File: src/rtl/ex_hazard_ctrl.sv
// ex_hazard_ctrl: hazard and sequencing controller for the EX/MEM stage.
// Tracks destination registers through EX, MEM and WB. Registers the operand
// forwarding selects and ALU-operand selects for each instruction that enters
// EX. Detects load-use hazards and holds EX for the full latency of
// multi-cycle (mul/div) operations.
//
// Handshake: an instruction in ID with id_valid=1 is consumed on a rising edge
// only when stall_if_id=0 and flush=0. Otherwise the front end must present
// the same instruction again. ex_hold=1 means the EX/MEM register keeps its
// contents across that edge.
//
// Optional build macro HAZ_PERF_CNT_EN adds the saturating performance
// counters perf_lu_stalls and perf_mdiv_cycles.
module ex_hazard_ctrl #(
    parameter int MDIV_LAT = 4,
    parameter int CNT_W    = 32
) (
    input  logic             clk,
    input  logic             rst,
    input  logic             id_valid,
    input  logic [4:0]       id_rs1_addr,
    input  logic [4:0]       id_rs2_addr,
    input  logic             id_use_rs1,
    input  logic             id_use_rs2,
    input  logic [4:0]       id_rd_addr,
    input  logic             id_wb_en,
    input  logic             id_is_load,
    input  logic             id_is_mdiv,
    input  logic             id_use_imm,
    input  logic             id_alu_ctrl,
    input  logic             flush,
    output logic [1:0]       mux1_sel,
    output logic [1:0]       mux2_sel,
    output logic             mux3_sel,
    output logic             mux4_sel,
    output logic             alu_ctrl,
    output logic [4:0]       rd_addr_ex,
    output logic             wb_en_ex,
    output logic             stall_if_id,
    output logic             ex_hold
`ifdef HAZ_PERF_CNT_EN
    ,
    output logic [CNT_W-1:0] perf_lu_stalls,
    output logic [CNT_W-1:0] perf_mdiv_cycles
`endif
);

    // Parameter sanity: the occupancy counter is 4 bits wide.
    if (MDIV_LAT < 2 || MDIV_LAT > 15 || CNT_W < 1) begin : g_bad_params
        $error("ex_hazard_ctrl: MDIV_LAT must be 2..15 and CNT_W >= 1");
    end

    localparam logic [3:0] CNT_LOAD = 4'(MDIV_LAT - 1);

    typedef enum logic {
        RUN  = 1'b0,
        MDIV = 1'b1
    } state_t;

    state_t     state, state_nxt;
    logic [3:0] mdiv_cnt, mdiv_cnt_nxt;

    // Destination tracking for the three downstream stages.
    logic [4:0] ex_rd, mem_rd, wb_rd;
    logic       ex_wb_en, mem_wb_en, wb_wb_en;
    logic       ex_is_load;

    logic       hold;
    logic       lu_hit;
    logic       lu_stall;
    logic       capture;
    logic [1:0] fwd1, fwd2;

    // First match wins: EX (result will sit in MEM) -> 01, MEM -> 10, WB -> 11.
    // x0 never matches because rs must be non-zero.
    function automatic logic [1:0] fwd_sel(
        input logic       valid,
        input logic       use_rs,
        input logic [4:0] rs,
        input logic       e_w,
        input logic [4:0] e_r,
        input logic       m_w,
        input logic [4:0] m_r,
        input logic       w_w,
        input logic [4:0] w_r
    );
        logic [1:0] sel;
        sel = 2'b00;
        if (valid && use_rs && rs != 5'd0) begin
            if (e_w && e_r == rs)      sel = 2'b01;
            else if (m_w && m_r == rs) sel = 2'b10;
            else if (w_w && w_r == rs) sel = 2'b11;
        end
        return sel;
    endfunction

    // Hazard detection, stall generation and forward-select computation.
    always_comb begin
        hold   = (state == MDIV);
        lu_hit = ex_is_load && ex_wb_en && (ex_rd != 5'd0) && id_valid &&
                 ((id_use_rs1 && id_rs1_addr == ex_rd) ||
                  (id_use_rs2 && id_rs2_addr == ex_rd));
        // A redirect kills the dependent instruction, so no stall is needed;
        // during a multi-cycle op the hold already covers the front end.
        lu_stall    = lu_hit && !hold && !flush;
        stall_if_id = hold || lu_stall;
        ex_hold     = hold;
        capture     = !hold && id_valid && !flush && !lu_hit;
        fwd1 = fwd_sel(id_valid, id_use_rs1, id_rs1_addr, ex_wb_en, ex_rd,
                       mem_wb_en, mem_rd, wb_wb_en, wb_rd);
        fwd2 = fwd_sel(id_valid, id_use_rs2, id_rs2_addr, ex_wb_en, ex_rd,
                       mem_wb_en, mem_rd, wb_wb_en, wb_rd);
    end

    // Multi-cycle sequencer state register.
    always_ff @(posedge clk or posedge rst) begin
        if (rst) begin
            state    <= RUN;
            mdiv_cnt <= 4'd0;
        end else begin
            state    <= state_nxt;
            mdiv_cnt <= mdiv_cnt_nxt;
        end
    end

    // Sequencer next state: enter MDIV as a mul/div is captured into EX and
    // leave after MDIV_LAT-1 held cycles, so EX is occupied MDIV_LAT cycles.
    always_comb begin
        state_nxt    = state;
        mdiv_cnt_nxt = mdiv_cnt;
        case (state)
            RUN: begin
                if (capture && id_is_mdiv) begin
                    state_nxt    = MDIV;
                    mdiv_cnt_nxt = CNT_LOAD;
                end
            end
            MDIV: begin
                mdiv_cnt_nxt = mdiv_cnt - 4'd1;
                if (mdiv_cnt == 4'd1) state_nxt = RUN;
            end
            default: begin
                state_nxt    = RUN;
                mdiv_cnt_nxt = 4'd0;
            end
        endcase
    end

    // Stage tracking and registered EX controls. On hold, EX and MEM keep
    // their contents while WB receives a bubble.
    always_ff @(posedge clk or posedge rst) begin
        if (rst) begin
            ex_rd      <= 5'd0;
            ex_wb_en   <= 1'b0;
            ex_is_load <= 1'b0;
            mem_rd     <= 5'd0;
            mem_wb_en  <= 1'b0;
            wb_rd      <= 5'd0;
            wb_wb_en   <= 1'b0;
            mux1_sel   <= 2'b00;
            mux2_sel   <= 2'b00;
            mux4_sel   <= 1'b0;
            alu_ctrl   <= 1'b0;
        end else if (hold) begin
            wb_rd    <= 5'd0;
            wb_wb_en <= 1'b0;
        end else begin
            wb_rd     <= mem_rd;
            wb_wb_en  <= mem_wb_en;
            mem_rd    <= ex_rd;
            mem_wb_en <= ex_wb_en;
            if (capture) begin
                ex_rd      <= id_rd_addr;
                ex_wb_en   <= id_wb_en;
                ex_is_load <= id_is_load;
                mux1_sel   <= fwd1;
                mux2_sel   <= fwd2;
                mux4_sel   <= id_use_imm;
                alu_ctrl   <= id_alu_ctrl;
            end else begin
                ex_rd      <= 5'd0;
                ex_wb_en   <= 1'b0;
                ex_is_load <= 1'b0;
                mux1_sel   <= 2'b00;
                mux2_sel   <= 2'b00;
                mux4_sel   <= 1'b0;
                alu_ctrl   <= 1'b0;
            end
        end
    end

    assign mux3_sel   = 1'b0;
    assign rd_addr_ex = ex_rd;
    assign wb_en_ex   = ex_wb_en;

`ifdef HAZ_PERF_CNT_EN
    // Saturating counters of load-use stall cycles and EX hold cycles.
    always_ff @(posedge clk or posedge rst) begin
        if (rst) begin
            perf_lu_stalls   <= '0;
            perf_mdiv_cycles <= '0;
        end else begin
            if (lu_stall && perf_lu_stalls != '1)
                perf_lu_stalls <= perf_lu_stalls + CNT_W'(1);
            if (hold && perf_mdiv_cycles != '1)
                perf_mdiv_cycles <= perf_mdiv_cycles + CNT_W'(1);
        end
    end
`endif

endmodule

File: config.mk
export PLATFORM = sky130hd
export DESIGN_NAME = ex_hazard_ctrl
export DESIGN_NICKNAME = d
export VERILOG_FILES = /design/src/rtl/ex_hazard_ctrl.sv
export SDC_FILE = /design/constraint.sdc
export NUM_CORES = 1
export LEC_CHECK = 0
export ABC_CLOCK_PERIOD_IN_PS = 4900
export CORE_MARGIN = 5
export CORE_UTILIZATION = 25
export CTS_CLUSTER_SIZE = 14
export DETAILED_ROUTE_END_ITERATION = 12
export SYNTH_ARGS = -nofsm -noshare
export SYNTH_HDL_FRONTEND = slang
export SYNTH_SLANG_ARGS = --single-unit
File: constraint.sdc
create_clock -name clk -period 4.9 [get_ports clk]
set_input_delay 0.98 -clock clk [delete_from_list [all_inputs] [get_ports clk]]
set_output_delay 0.98 -clock clk [all_outputs]
set_load 0.005 [all_outputs]
==> results.txt, run 1 <==
The flow ran to the end, and the final reports show no timing, DRC or antenna violations. The synthesized netlist cell count is 143. The instance area at placement came out at 2100 um2.

The worst clock skew on the final layout is 9.33 ps. In this run, CTS created clock tree buffers numbering 5. The worst hold endpoint is mux1_sel[1]. The worst setup path is launched from an input pin. Global routing used 10.2% of the available tracks across all layers. The setup check on the worst reg-to-reg path leaves a slack of 2780 ps. Sorting the synthesized cells by area gives the leading types as dfrtp_1 (46%), xor2_1 (14%), a22o_2 (4.9%). Pin placement for this block handled 41 I/O pins.

The post-route cell area came out at 2180 um2. The number of buffers added on ports came out at 39. The number of register bits inferred by synthesis is 30. For this run, the detailed router's first-pass iteration total came to 4. Counting instances in the post-synthesis netlist gives the leading cell types as dfrtp_1 (30), xor2_1 (26), a22o_2 (8), nor2b_1 (8), xnor2_1 (7). The final instance count without filler cells came out at 263.

The data arrival time of the worst path came out at 2930 ps. CTS saw 30 sinks. The root buffer cell is clkbuf_8. The hold violation count in the final report is 0.

The Yosys warning count came out at 0. The total power came out at 947 uW. The startpoint identified for the worst register-to-register timing path is rd_addr_ex[1]. The max capacitance violation total is 0. Yosys mapped a number of flops with a built-in enable equal to 0.

The number of nets with antenna violations after routing is 0. Dividing the synthesized area by the synthesized cell count gives 11.4 um2. The library cell with the highest instance count after synthesis is dfrtp_1. The count of final max-slew check failures came out at 0. The maximum number of pins on one net before global-route repair came out at 31. The die span in x is 90.8 um. The worst setup path is captured at an output pin.

The origin of the worst setup path is id_rs2_addr[0]. The sequential-to-total area share from yosys stat is 46.0%. dfrtp_1 takes more of the synthesized area than any other cell. The static power due to leakage is 0.00101 uW. The initial antenna violation count came to 0. The critical path's slowest cell is clkdlybuf4s50_1.

The overall via count from detail_route came out at 1244. In this run, placement finished with an instance count of 256. The ratio of final minimum period to clock period is 79.9%. The CTS tree is built. The share of the synthesized area in the top cell type is 46.0%. Static timing analysis puts the maximum clock frequency at 0.255 GHz. The remaining global-route overflow is 0.

When the netlist entered floorplanning its net count stood at 171. The final critical delay including setup and external delays is 3910 ps. The distinct cell type count after synthesis came out at 32. The proportion of register bits with asynchronous set or reset after synthesis is 100%. Measured against its own limit, the worst slew margin works out to 63.7%. At the end of routability-driven placement, the weighted congestion stood at 0.779. The longest clock path from root to sink contains 2 buffers. Clock-pin slew was measured on the worst setup and hold paths at 70 ps. Walking the worst path, the cells encountered are clkdlybuf4s50_1 -> xor2_1 -> nor3_1 -> a32o_1 -> nand2_1 -> o21bai_1 -> clkdlybuf4s50_1. The area added between synthesis and finish came out at 33.8%. At the pin with the least slew margin, the transition time is 543 ps. The core outline area came out at 6350 um2. The critical register-to-register path endpoint is mux2_sel[1]. The global-route wire length before repair is 6680 um. The vias per cell came out at 4.73. The required time of the critical path came out at 3920 ps. The overall die area is 8240 um2.

The cell seen most often among critical-path stages is clkdlybuf4s50_1. The detailed-route wire length is 4070 um. The most used flip-flop cell after synthesis is dfrtp_1. The post-CTS setup buffer count came out at 0. The later-pin clock latency in the skew report is 280 ps. The count of cells along the worst hold path came out at 1. The number of antenna repair diodes is 0. The total power per unit cell area is 434 nW/um2.

The largest stage delay on the critical path came out at 520 ps. The number of global-route vias before repair came out at 1307. Of all nets on the critical path, the largest fanout is 4. The accumulated negative setup slack came out at 0 ps.

The number of placement rows came out at 29. Once the floorplan was initialized, standard cells occupied 25.7% of the core. The remaining design rule violation count is 0. The count of endpoints failing setup in the final report came out at 0.

The die height is 90.8 um. Cells with a size suffix above 1 make up 14.0% of the layout. The final-stage net count is 214. Setup repair after global routing left no endpoint under its margin. The number of DRC markers after the initial detailed-route iteration is 30. The H-tree was split into 2 levels. The number of cells on the worst reg-to-reg path is 5.

The maximum resistive drop on vdd came out at 0.181 mV. The number of buffers added to fix hold violations after cts came out at 0. The worst hold path belongs to the class reg2reg. The total standard cell area after synthesis is 1630 um2. The critical path is of the in2out type. The number of resized instances in the post-cts repair step came out at 0. The post-detailed-placement half-perimeter wirelength came out at 2890 um. The final cell utilization of the core came out at 34.3%. The hold path startpoint is mux1_sel[1].

The final routed wire length divided by cell count is 15.5 um.
power breakdown:
part | leakage, uW | switching, uW | internal, uW
registers | 0.000400 | 101 | 320
logic | 0.000571 | 140 | 197
clock network | 0.0000438 | 93.8 | 95.2
critical path: cells and delay by family:
| family | cells | cell delay [ps] |
|---|---|---|
| simple gates | 2 | 310 |
| buf+inv | 2 | 1040 |
| compound gates | 2 | 400 |
| xor+xnor | 1 | 190 |
how the worst max path moves through the flow:
stage | end | depth (start not counted) | slack [ps]
5_1_grt | stall_if_id | 7 | 880
3_5_place_dp | stall_if_id | 7 | 980
2_1_floorplan | stall_if_id | 5 | 2160
4_1_cts | stall_if_id | 7 | 970
6_report | stall_if_id | 7 | 990
3_3_place_gp | stall_if_id | 7 | 1010
cell usage in the layout, fill, tap and decap left out:
cell type / n
a21o_1: 3
a21oi_1: 2
a21oi_4: 1
a221o_1: 1
a22o_1: 2
a22o_2: 8
a31o_2: 2
a32o_1: 5
and3_1: 4
and4_1: 1
buf_4: 2
clkbuf_8: 5
clkdlybuf4s50_1: 39
clkinv_2: 2
conb_1: 1
dfrtp_1: 30
ha_1: 2
inv_1: 5
mux2_2: 6
nand2_1: 4
nand3_1: 2
nor2_1: 4
nor2b_1: 8
nor3_1: 2
nor4_1: 4
nor4b_1: 1
o2111ai_1: 1
o21a_1: 2
o21bai_1: 1
or4_1: 3
xnor2_1: 7
xor2_1: 26
state kept, by name, indices dropped and copies added (netlist names):
signal      flops
mux2_sel        2
wb_en_ex        1
wb_wb_en        1
rd_addr_ex      5
mem_rd          5
ex_is_load      1
wb_rd           5
mem_wb_en       1
mdiv_cnt        4
ex_hold         1
mux4_sel        1
alu_ctrl        1
mux1_sel        2
through the flow:
stage	worst slack, ps	hold slack [ps]
floorplan	2160	483
global route	881	509
global placement	1010	483
CTS	972	499
finish	986	496
detailed placement	984	485
metal layers:
layer / GRT usage (%) / share of wire, % / wire (um) / vias up
met5: 0 / 0 / 0 / -
met4: 3.35 / 1.4 / 55 / 0
met3: 3.67 / 5.8 / 237 / 6
met2: 16.6 / 48 / 1940 / 31
met1: 12.5 / 45 / 1830 / 611
li1: - / - / - / 596
cell families after synthesis:
kind of cell	after synthesis	synth area share, %
buffers and inverters	10	2.99
other	1	0.230
AND/OR/NAND/NOR	33	11.7
multiplexers	6	4.14
XOR/XNOR	33	17.7
adder cells (fa/ha/maj)	2	1.53
AO/OA/AOI/OAI	28	15.7
flip-flops	30	46.0
cell type report:
type / count / area (um2)
clock buffer: 5 / 68.8
clock inverter: 2 / 10.0
fill: 636 / 4170
inverter: 5 / 18.8
multi-input combinational: 103 / 831
sequential: 30 / 751
tap: 77 / 96.3
timing repair buffer: 41 / 405
No activity file was read; power rests on OpenSTA's default activity.
==> run 2: changes to the inputs <==
- ABC_CLOCK_PERIOD_IN_PS: 4900 -> 3500
- clock period: 4.9 -> 3.5 ns (I/O delays scaled with it)
==> results.txt, run 2 (synthesis results as in run 1) <==
The clock transition at the registers of the reported paths came out at 70 ps (about the same). The kind of path behind the tightest hold check is reg2reg. The count of final max-slew check failures came out at 0 (unchanged). The highest net fanout along the worst path came out at 4 (unchanged). The final critical delay including setup and external delays is 3300 ps.

The number of DRC markers after the initial detailed-route iteration came out at 47 (+57%). The overall global routing resource usage is 10.5% (+0.25 points). The hold violation count in the final report was 0 (unchanged). The core outline area is 6350 um2 (unchanged). The overall via count from detail_route came out at 1229 (-1.2%). The maximum number of pins on one net before global-route repair came to 31 (unchanged). The effective utilization at floorplan was 25.7% (unchanged). The max capacitance violation total is 0 (unchanged).

The met2 wirelength from detailed routing is 1760 um (-9.6%). The share of layout cells above drive strength 1 is 15.2% (+1.2 points). The total power per unit cell area is 601 nW/um2 (+38%). The weighted congestion reported at the end of routability-driven placement is 0.820 (+5.2%).

The number of iterations in the first detailed-routing pass is 3 (-1). The initial antenna violation count is 0 (unchanged). Routed signal wires occupy layers up through met4. The length of routed wiring on met1 is 1970 um (+7.8%). The flow ran to the end, and the final reports show no timing, DRC or antenna violations. The worst clock skew on the final layout is 7.06 ps (-2.27 ps).

The remaining design rule violation count came to 0 (unchanged). Setup repair after global routing left no endpoint under its margin. The post-CTS setup buffer count is 0 (unchanged). The data arrival time of the worst path is 2600 ps (-330 ps). The number of levels in the clock H-tree is 2 (unchanged). The number of antenna repair diodes came to 0 (unchanged). The remaining global-route overflow is 0 (unchanged). The global-route wire length before repair is 6790 um (+1.6%). The vias per cell was 4.59 (-3.0%).

The detailed-route wire length came to 4040 um (-0.74%). The count of endpoints failing setup in the final report was 0 (unchanged). The static power due to leakage came out at 0.00103 uW (+1.8%). Based on the critical path, the design can be clocked at up to 0.303 GHz. The number of buffers added by the clock tree synthesis step is 5 (unchanged). The required time of the critical path is 2800 ps (-1120 ps). The later-pin clock latency in the skew report is 280 ps (about the same). The setup path with the least slack is of type in2out. The top-level I/O count is 41 (unchanged). The final-stage net count was 219 (+2.3%). The accumulated negative setup slack is 0 ps (unchanged). The worst max-slew margin expressed relative to the limit is 63.2% (-0.54 points). The maximum resistive drop on vdd was 0.275 mV (+52%). The number of buffers added to fix hold violations after cts is 0 (unchanged).

The worst setup path is launched from an input pin. The total power is 1330 uW (+41%). The final routed wire length divided by cell count came out at 15.1 um (-2.6%). The number of placement rows came out at 29 (unchanged). The die height is 90.8 um (unchanged). The number of resized instances in the post-cts repair step is 0 (unchanged).

The number of global-route vias before repair is 1314 (+0.54%). The number of buffers added on ports is 39 (unchanged). TritonCTS built the clock tree. The top cell types in the final layout, fill and taps aside, are clkdlybuf4s50_1 (39), dfrtp_1 (30), xor2_1 (26). The clock net sink count came out at 30 (unchanged). The maximum clock path buffer count is 2 (unchanged). The endpoint kind of the worst setup timing path is an output pin. The root buffer cell is clkbuf_8. The routed length on met3 came out at 241 um (+1.7%). The library cell used most frequently in the layout, excluding fill and tap cells, is clkdlybuf4s50_1. The final-layout fill cell count came to 641 (+0.79%). The ratio of final minimum period to clock period came out at 94.2%. The number of nets with antenna violations after routing is 0 (unchanged). The area added between synthesis and finish is 35.9%. The actual transition at the worst max-transition pin is 551 ps (+8.14 ps). The overall die area is 8240 um2 (unchanged). The post-detailed-placement half-perimeter wirelength came out at 2960 um (+2.4%). The die span in x was 90.8 um (unchanged).
run 2: changes by cell type in the layout (fill, tap and decap cells not counted):
cell	delta
buf_4	+5
clkbuf_1	+2
clkinv_2	-2
run 2: path summary, 6_finish.rpt:
check                               startpoint           to  slack, ps  depth (start not counted)
worst max-delay path            id_rs1_addr[2]  stall_if_id        200                          7
worst min-delay path               mux1_sel[1]  mux1_sel[1]        500                          1
worst max register to register   rd_addr_ex[2]  mux1_sel[0]       1400                          5
worst min register to register     mux1_sel[1]  mux1_sel[1]        500                          1
max in group asynchronous                  rst     alu_ctrl       2420                          3
min in group asynchronous                  rst  mdiv_cnt[0]        790                          3
run 2: area by class of cell:
type                       count  area (um2)  area share (%)
timing repair buffer          46         443            20.0
clock buffer                   7        76.3            3.44
multi-input combinational    103         831            37.5
sequential                    30         751            33.9
inverter                       5        18.8           0.847
tap                           77        96.3            4.35
run 2: layer usage:
layer  up-vias  GRT usage [%]
li1        606              -
met1       587           13.9
met4         0           4.34
met3         7           3.83
met5         -              0
met2        29           15.3
run 2: power breakdown:
| group | total (uW) | switching (uW) | internal (uW) |
|---|---|---|---|
| sequential | 578 | 129 | 449 |
| combinational | 488 | 209 | 280 |
| clock | 266 | 129 | 137 |
| total | 1330 | 467 | 865 |
run 2: critical path, cell delays in order:
cell	delay, ps
clkdlybuf4s50_1	500
xor2_1	190
nor3_1	230
a32o_1	230
nand2_1	70
o21bai_1	150
clkdlybuf4s50_1	520
run 2: metrics by stage:
stage	worst slack [ps]	cell area [um2]	cells	util [%]	hold slack, ps
5_1_grt	28.8	2220	268	34.9	521
3_5_place_dp	168	2140	261	33.7	488
4_1_cts	165	2220	268	34.9	505
3_3_place_gp	139	2140	261	33.7	481
6_report	204	2220	268	34.9	498
2_1_floorplan	1320	1630	143	-	483
